--- src/rtl/ss_scan_decoder.sv ---
// Display-side receiver for a multiplexed four-digit seven-segment scan.
// Settles each anode dwell, decodes the digit and emits whole frames as BCD and binary.
module ss_scan_decoder #(
    parameter int unsigned SETTLE  = 4,
    parameter int unsigned TIMEOUT = 1024
) (
    input  logic        clk,
    input  logic        resetButton,
    input  logic [7:0]  ss,
    input  logic [3:0]  enables,
    output logic [15:0] digits,
    output logic [13:0] value,
    output logic        negative,
    output logic        frame_valid,
    output logic        frame_changed,
    output logic        frame_err,
    output logic        scan_lost
);

    localparam logic [3:0]    SETTLE_C  = 4'(SETTLE);
    localparam int unsigned   IW        = $clog2(TIMEOUT + 1);
    localparam logic [IW-1:0] TIMEOUT_C = IW'(TIMEOUT);

    typedef enum logic [1:0] {
        ST_IDLE,
        ST_SETTLE,
        ST_HELD
    } state_t;

    state_t        state_q;
    logic [6:0]    s_q, s_prev_q;
    logic [3:0]    e_q, e_prev_q;
    logic [3:0]    cnt_q, cnt_d;
    logic [15:0]   slots_q, slots_d;
    logic [3:0]    mask_q, mask_d;
    logic [IW-1:0] idle_q, idle_d;
    logic          lost_q, lost_d;
    logic [15:0]   digits_q;
    logic [13:0]   value_q, value_d;
    logic          neg_q, neg_d;
    logic          err_q, err_d;
    logic          fv_q, fc_q;

    logic          valid, same, capture, emit;
    logic [1:0]    pos;
    logic [3:0]    code;

    logic unused_dp;
    assign unused_dp = ss[7];

    function automatic logic [3:0] seg_decode(input logic [6:0] p);
        case (p)
            7'h40:   return 4'h0;
            7'h79:   return 4'h1;
            7'h24:   return 4'h2;
            7'h30:   return 4'h3;
            7'h19:   return 4'h4;
            7'h12:   return 4'h5;
            7'h02:   return 4'h6;
            7'h78:   return 4'h7;
            7'h00:   return 4'h8;
            7'h10:   return 4'h9;
            7'h7F:   return 4'hA;
            7'h3F:   return 4'hB;
            default: return 4'hF;
        endcase
    endfunction

    function automatic logic [13:0] num(input logic [3:0] d);
        return (d <= 4'd9) ? {10'd0, d} : '0;
    endfunction

    always_comb begin
        valid = 1'b1;
        pos   = 2'd0;
        case (e_q)
            4'b1110: pos = 2'd0;
            4'b1101: pos = 2'd1;
            4'b1011: pos = 2'd2;
            4'b0111: pos = 2'd3;
            default: valid = 1'b0;
        endcase
        same = (s_q == s_prev_q) && (e_q == e_prev_q);
        code = seg_decode(s_q);

        // Count saturates at SETTLE; HELD blocks a second capture in the same dwell.
        if (!valid)
            cnt_d = '0;
        else if (!same)
            cnt_d = 4'd1;
        else if (cnt_q == SETTLE_C)
            cnt_d = cnt_q;
        else
            cnt_d = cnt_q + 4'd1;
        capture = valid && (state_q != ST_HELD) && (cnt_d == SETTLE_C);
    end

    always_comb begin
        emit    = (mask_q == 4'hF);
        slots_d = slots_q;
        // Emit and loss both start an empty frame; a coincident capture joins the new one.
        mask_d  = (emit || lost_q) ? '0 : mask_q;
        if (capture) begin
            slots_d[{pos, 2'b00} +: 4] = code;
            mask_d[pos]                = 1'b1;
        end

        if (capture)
            idle_d = '0;
        else if (idle_q == TIMEOUT_C)
            idle_d = idle_q;
        else
            idle_d = idle_q + IW'(1);

        if (capture)
            lost_d = 1'b0;
        else if (idle_d == TIMEOUT_C)
            lost_d = 1'b1;
        else
            lost_d = lost_q;
    end

    always_comb begin
        neg_d = 1'b0;
        err_d = 1'b0;
        for (int unsigned i = 0; i < 4; i++) begin
            neg_d = neg_d | (slots_q[4*i +: 4] == 4'hB);
            err_d = err_d | (slots_q[4*i +: 4] == 4'hF);
        end
        value_d = num(slots_q[15:12]) * 14'd1000
                + num(slots_q[11:8])  * 14'd100
                + num(slots_q[7:4])   * 14'd10
                + num(slots_q[3:0]);
    end

    always_ff @(posedge clk or negedge resetButton) begin
        if (!resetButton) begin
            state_q  <= ST_IDLE;
            s_q      <= '0;
            s_prev_q <= '0;
            e_q      <= '1;
            e_prev_q <= '1;
            cnt_q    <= '0;
            slots_q  <= '0;
            mask_q   <= '0;
            idle_q   <= '0;
            lost_q   <= 1'b0;
            digits_q <= '0;
            value_q  <= '0;
            neg_q    <= 1'b0;
            err_q    <= 1'b0;
            fv_q     <= 1'b0;
            fc_q     <= 1'b0;
        end else begin
            s_q      <= ss[6:0];
            e_q      <= enables;
            s_prev_q <= s_q;
            e_prev_q <= e_q;
            cnt_q    <= cnt_d;

            case (state_q)
                ST_IDLE:   state_q <= valid ? ST_SETTLE : ST_IDLE;
                ST_SETTLE: begin
                    if (!valid)
                        state_q <= ST_IDLE;
                    else if (capture)
                        state_q <= ST_HELD;
                    else
                        state_q <= ST_SETTLE;
                end
                ST_HELD: begin
                    if (!valid)
                        state_q <= ST_IDLE;
                    else if (!same)
                        state_q <= ST_SETTLE;
                    else
                        state_q <= ST_HELD;
                end
                default:   state_q <= ST_IDLE;
            endcase

            slots_q <= slots_d;
            mask_q  <= mask_d;
            idle_q  <= idle_d;
            lost_q  <= lost_d;
            fv_q    <= emit;
            fc_q    <= emit && (slots_q != digits_q);
            if (emit) begin
                digits_q <= slots_q;
                value_q  <= value_d;
                neg_q    <= neg_d;
                err_q    <= err_d;
            end
        end
    end

    assign digits        = digits_q;
    assign value         = value_q;
    assign negative      = neg_q;
    assign frame_valid   = fv_q;
    assign frame_changed = fc_q;
    assign frame_err     = err_q;
    assign scan_lost     = lost_q;

endmodule
--- config.mk ---
export PLATFORM = sky130hd
export DESIGN_NAME = ss_scan_decoder
export DESIGN_NICKNAME = d
export VERILOG_FILES = /design/src/rtl/ss_scan_decoder.sv
export SDC_FILE = /design/constraint.sdc
export NUM_CORES = 1
export LEC_CHECK = 0
export CAP_MARGIN = 30
export CORE_ASPECT_RATIO = 0.8
export CORE_UTILIZATION = 54
export CTS_CLUSTER_SIZE = 20
export DETAILED_ROUTE_END_ITERATION = 12
export PLACE_DENSITY = 0.77
export SLEW_MARGIN = 10
export SYNTH_ARGS = -nofsm -noshare
export SYNTH_HDL_FRONTEND = slang
export SYNTH_SLANG_ARGS = --single-unit
--- constraint.sdc ---
create_clock -name clk -period 4.07 [get_ports clk]
set_input_delay 0.6105 -clock clk [delete_from_list [all_inputs] [get_ports clk]]
set_output_delay 0.6105 -clock clk [all_outputs]
set_load 0.03 [all_outputs]
==> After elaboration in Yosys (flattened, before gate mapping) <==
Cells that the tools add are included.
{ "op_classes": {"magnitude_cmp": 6, "addsub": 6, "n_eq_ne": 34, "n_div": 0, "n_mux": 25, "n_mul": 3, "n_bitwise": 7, "reduce_logical": 10, "shifts": 2} }
{ "op_table": {"columns": ["cell", "count"], "rows": [
  ["== test 4 bit (second input constant)", 12],
  ["case mux 4 bit (12 select lines)", 1],
  ["two-way mux 4 bit", 9],
  ["== test 7 bit (second input constant)", 4],
  ["== test 11 bit (second input constant)", 2],
  ["two-way mux 11 bit", 2],
  ["== test 7 x 5 -> 1 bit (second input constant)", 3],
  ["== test 7 x 6 -> 1 bit (second input constant)", 3],
  ["bitwise mux 16 bit", 1],
  ["<= comparator 4 bit (second input constant)", 4],
  ["inequality test 16 bit", 1],
  ["variable shift 4 x 6 -> 16 bit (first input constant)", 1],
  ["indexed part select 4 x 6 -> 16 bit", 1],
  ["adder 14 x 11 -> 14 bit", 1],
  ["adder 14 x 4 -> 14 bit", 1],
  ["adder 14 x 8 -> 14 bit", 1],
  ["== test 4 x 3 -> 1 bit (second input constant)", 3],
  ["case mux 2 bit (3 select lines)", 2],
  ["adder 11 x 1 -> 11 bit (second input constant)", 1],
  ["multiplier 4 x 7 -> 11 bit (second input constant)", 1],
  ["multiplier 4 x 5 -> 9 bit (second input constant)", 1],
  ["two-way mux 2 bit", 4],
  ["== test 7 x 2 -> 1 bit (second input constant)", 1],
  ["== test 7 bit", 1],
  ["19 further kinds", 32]
]} }
{ "word_totals": {"in_bits": 14, "output_inout_bits": 35, "latchBits": 0, "mem_bits_ro": 0, "wordCells": 109, "ram_bits": 0, "register_bits": 94, "memories": 0} }

==> Depth between registers and ports, before layout <==
{ "depth": {"ltp_word": 10, "mapped_depth": 20, "ltp_nobuf": 19} }

==> Least setup slack after synthesis <==
Ideal clock, no wire load.
{ "synth_path": {"kind": "reg-to-reg", "start": "reg slots_q[13]", "end": "reg value_q[13] (netlist: value[13])", "t_arrival_ns": 4.426, "path_buffers": 1, "path_slack_ns": -0.438, "required_time_ns": 3.987, "stages_incl_launch_ff": 19, "synth_period_minus_slack_ns": 4.508, "setup_time_ns": 0.083, "cell_sequence": "dfrtp_1 -> clkbuf_1 -> nor2_1 -> and2_1 -> inv_1 -> fa_1 -> fa_1 -> inv_1 -> ha_1 -> a21o_1 -> a21oi_1 -> xor2_1 -> ha_1 -> ha_1 -> ha_1 -> and3_1 -> a211o_1 -> xor3_1 -> o21ai_0"} }
{ "synth_between": {"elab_chain_cells": 6} }
{ "synth_rtl": {"columns": ["element", "line_no", "text"], "rows": [
  ["start: declaration", "34", "logic [15:0] slots_q, slots_d;"],
  ["start signal: assignment", "182", "slots_q <= slots_d;"],
  ["<= comparator 4 bit", "70", "return (d <= 4'd9) ? {10'd0, d} : '0;"],
  ["two-way mux 4 bit (*)", "70", null],
  ["multiplier 4 x 7 -> 11 bit (*)", "130", "value_d = num(slots_q[15:12]) * 14'd1000"],
  ["adder 14 x 11 -> 14 bit (*)", "131", "+ num(slots_q[11:8]) * 14'd100"],
  ["adder 14 x 8 -> 14 bit (*)", "132", "+ num(slots_q[7:4]) * 14'd10"],
  ["adder 14 x 4 -> 14 bit (*)", "133", "+ num(slots_q[3:0]);"],
  ["end signal: assignment", "190", "value_q <= value_d;"],
  ["end: declaration", "39", "logic [13:0] value_q, value_d;"]
]} }
Every way passes the cells marked *; elsewhere a longest branch is shown, timed or not.
A chain may end at the register's enable or synchronous reset.

==> Final worst setup path <==
Same ends and word-level chain as after synthesis.

==> flow_summary.json <==
{
  "cp.arrival_ns": 4.42,
  "drt-total-wl_um": 13300,
  "power_frac_clock_pct": 44.8,
  "syn_avg_cell_area_um2": 9.55,
  "vias": 4863,
  "wire_per_inst_um": 15.0,
  "die_h_um": 98.6,
  "drive_gt1_share_pct": 20.0,
  "cts_inserted_buffers": 9,
  "clockBufferDepth": 2,
  "routed_via_density": 5.46,
  "skew_ns": 0.00781,
  "max_freq_mhz": 238,
  "synth_common_cells": "nand2_1 (90), dfrtp_1 (86), ha_1 (61), inv_1 (56), nor2_1 (48)",
  "vdd_ir_drop_max_uv": 220,
  "overflow": 0,
  "syn-num-nets": 751,
  "setup_violations": 4,
  "ys_warn_count": 0,
  "cts.reportedPaths.clkPinSlew_ns": 0.07,
  "place_area_mm2": 0.00728,
  "relSlewSlack_pct": 45.8,
  "worstPathMaxFanout": 4,
  "p_leak_uw": 0.00381,
  "ys_seq_area_share_pct": 37.5,
  "synth_seq_cells": 94,
  "h-tree-depth": 3,
  "worstHoldPathType": "input port to async pin",
  "synthCells": 659,
  "antenna_found_initial": 0,
  "num_rows": 34,
  "synth_edf_count": 0,
  "synth_top_area_share_pct": 34.2,
  "clk_latency_ns": 0.35,
  "fin_area_mm2": 0.00779,
  "yosys_most_used_dff": "dfrtp_1",
  "synth_async_sr_flop_share_pct": 100,
  "violations": "negative setup slack",
  "max_slew.worst_pin.slew_ns": 0.812,
  "synth_top_area_cell": "dfrtp_1",
  "die_area_mm2": 0.0121,
  "end_kind": "flip-flop",
  "outcome": "finished with violations",
  "swShare_pct": 25.2,
  "syn_area_mm2": 0.00629,
  "numClockSinks": 94,
  "grt_max_degree": 67,
  "diodes": 0,
  "grt_pass1_wl_um": 22200,
  "top_level_ports": 49,
  "drv_slew": 0,
  "finalSetupTns_ns": -0.379,
  "start_kind": "flip-flop",
  "yosysMostFrequentCell": "nand2_1",
  "yosys-top-cells-area": "dfrtp_1 (34%), ha_1 (12%), fa_1 (5.4%)",
  "fp.dieW_um": 123,
  "area_delta_synth_final_pct": 23.7,
  "rsz0062_at_grt": "true",
  "drtIter0Drc": 275,
  "pwr-share-comb_pct": 4.2,
  "port_buffers": 47,
  "hpwl_um": 9730,
  "synth_cell_types": 66,
  "power_density_mw_per_mm2": 244,
  "initial_core_util_pct": 56.7,
  "cap_violations": 0,
  "required_ns": 4.30,
  "grt_pass1_vias": 4771,
  "fin_crit_sh_pct": 103,
  "place_congestion": 0.848,
  "netSwitchingPower_uw": 478,
  "grt_usage_pct": 23.3,
  "drc_errors": 0,
  "finalHoldViolCount": 0,
  "fin_nets": 833,
  "seqPwrFrac_pct": 51.0,
  "cts-root-buf": "clkbuf_16",
  "ant_nets": 0,
  "post-route-min-period_ns": 4.20,
  "firstDrtPassIters": 4,
  "criticalPathCategory": "flip-flop to flip-flop",
  "coreArea_mm2": 0.0111,
  "postLayoutSetupSlackWorst_ns": -0.126,
  "cts_tree": "yes",
  "internal-power_uw": 1420
}
-- power groups by stage --
stage / logic (uW) / registers [uW] / clock network, uW
after floorplan: 51.4 / 977 / 0
after global placement: 76.5 / 985 / 0
after detailed placement: 80.8 / 987 / 0
after CTS: 81.6 / 969 / 873
after global routing: 92.2 / 972 / 912
final: 80.2 / 969 / 852
-- what timing repair did --
item,CTS,global route
setup buffers,4,7
setup endpoints to repair,5,5
endpoints found under the hold margin,0,0
hold buffers,0,0
resized for setup,7,18
pin swaps,10,18
-- sequential cells by signal, indices dropped and copies added (netlist names) --
| register | cells |
|---|---|
| mask_q | 4 |
| idle_q | 11 |
| value | 14 |
| cnt_q | 4 |
| frame_valid | 1 |
| frame_err | 1 |
| s_q | 7 |
| e_q | 4 |
| scan_lost | 1 |
| digits | 16 |
| s_prev_q | 7 |
| frame_changed | 1 |
| e_prev_q | 4 |
| slots_q | 16 |
| state_q | 2 |
| negative | 1 |
-- final timing paths --
check | slack (ns) | cells past startpoint | start | to
max | -0.13 | 20 | slots_q[13] | value[13]
min | 0.35 | 1 | resetButton | idle_q[6]
max reg2reg | -0.13 | 20 | slots_q[13] | value[13]
min reg2reg | 0.42 | 0 | e_q[2] | e_prev_q[2]
max in group asynchronous | 2.82 | 2 | resetButton | slots_q[13]
min in group clk | 0.42 | 0 | e_q[2] | e_prev_q[2]
-- cell usage in the layout (no fill, tap or decap), types with 3 or more instances in the layout --
cell type	n
nand4_1	11
o211ai_1	3
and2_1	4
a31oi_1	3
ha_1	44
inv_4	3
o21bai_1	3
dfrtp_1	85
inv_6	3
or3_1	7
and3_1	4
nor2b_1	11
o21ai_1	3
mux2_2	18
o21a_1	6
o31ai_1	3
clkbuf_16	9
a21oi_2	3
clkdlybuf4s50_1	46
xnor2_1	29
a21o_1	6
inv_1	48
nor3b_1	3
nand2b_1	9
a21oi_1	14
nand2_1	90
nor2_1	47
fa_1	16
nand3_1	22
a22o_1	3
ha_4	15
xor2_1	24
buf_4	54
nor3_1	11
dfstp_2	8
inv_2	6
nor4_1	3
o21ai_0	13
-- cell type report --
type | instances | area (um^2)
Clock buffer | 9 | 225
Clock inverter | 7 | 81.3
Fill cell | 784 | 3320
Inverter | 58 | 225
Multi-Input combinational cell | 477 | 3830
Sequential cell | 94 | 2360
Tap cell | 144 | 180
Timing Repair Buffer | 101 | 877
-- metrics by stage --
| stage | hold slack, ns | instances | total power, uW | worst slack [ns] | util (%) |
|---|---|---|---|---|---|
| 2_1_floorplan | 0.315 | 659 | 1030 | -0.0170 | - |
| 3_3_place_gp | 0.398 | 863 | 1060 | -0.0944 | 65.5 |
| 3_5_place_dp | 0.402 | 863 | 1070 | -0.178 | 65.5 |
| 4_1_cts | 0.383 | 883 | 1920 | -0.113 | 68.8 |
| 5_1_grt | 0.418 | 890 | 1980 | -0.311 | 70.1 |
| 6_report | 0.350 | 890 | 1900 | -0.126 | 70.1 |
-- logic make-up (layout without fill, tap and decap cells) --
| family | count (synthesis) | in the layout | synth area share (%) |
|---|---|---|---|
| compound gates | 81 | 81 | 8.96 |
| xor+xnor | 54 | 54 | 7.75 |
| fa+ha+maj | 78 | 78 | 17.5 |
| buf+inv | 88 | 175 | 5.90 |
| flops | 94 | 94 | 37.5 |
| mux | 19 | 19 | 3.38 |
| simple gates | 245 | 245 | 18.9 |
-- worst max-delay path, cell delays in order (launching register included) --
cell,delay [ns]
dfrtp_2,0.42
buf_4,0.14
nand2b_4,0.09
inv_4,0.05
ha_4,0.23
fa_1,0.49
buf_4,0.16
buf_4,0.12
ha_1,0.28
a21o_1,0.21
a21oi_4,0.16
xnor2_1,0.14
ha_1,0.28
ha_4,0.26
ha_4,0.23
o21a_1,0.09
nor2_1,0.11
a21oi_2,0.06
a211o_1,0.28
xor3_1,0.20
o21ai_1,0.06
-- metal layers --
metal / routed length (um) / vias up / GRT usage, % / part of all wire (%)
li1: - / 2380 / - / -
met1: 6250 / 2371 / 32.2 / 47
met2: 6420 / 102 / 38.2 / 48
met3: 531 / 10 / 4.05 / 4.0
met4: 125 / 0 / 4.97 / 0.94
met5: 0 / - / 0 / 0
No activity file was read; power rests on OpenSTA's default activity.
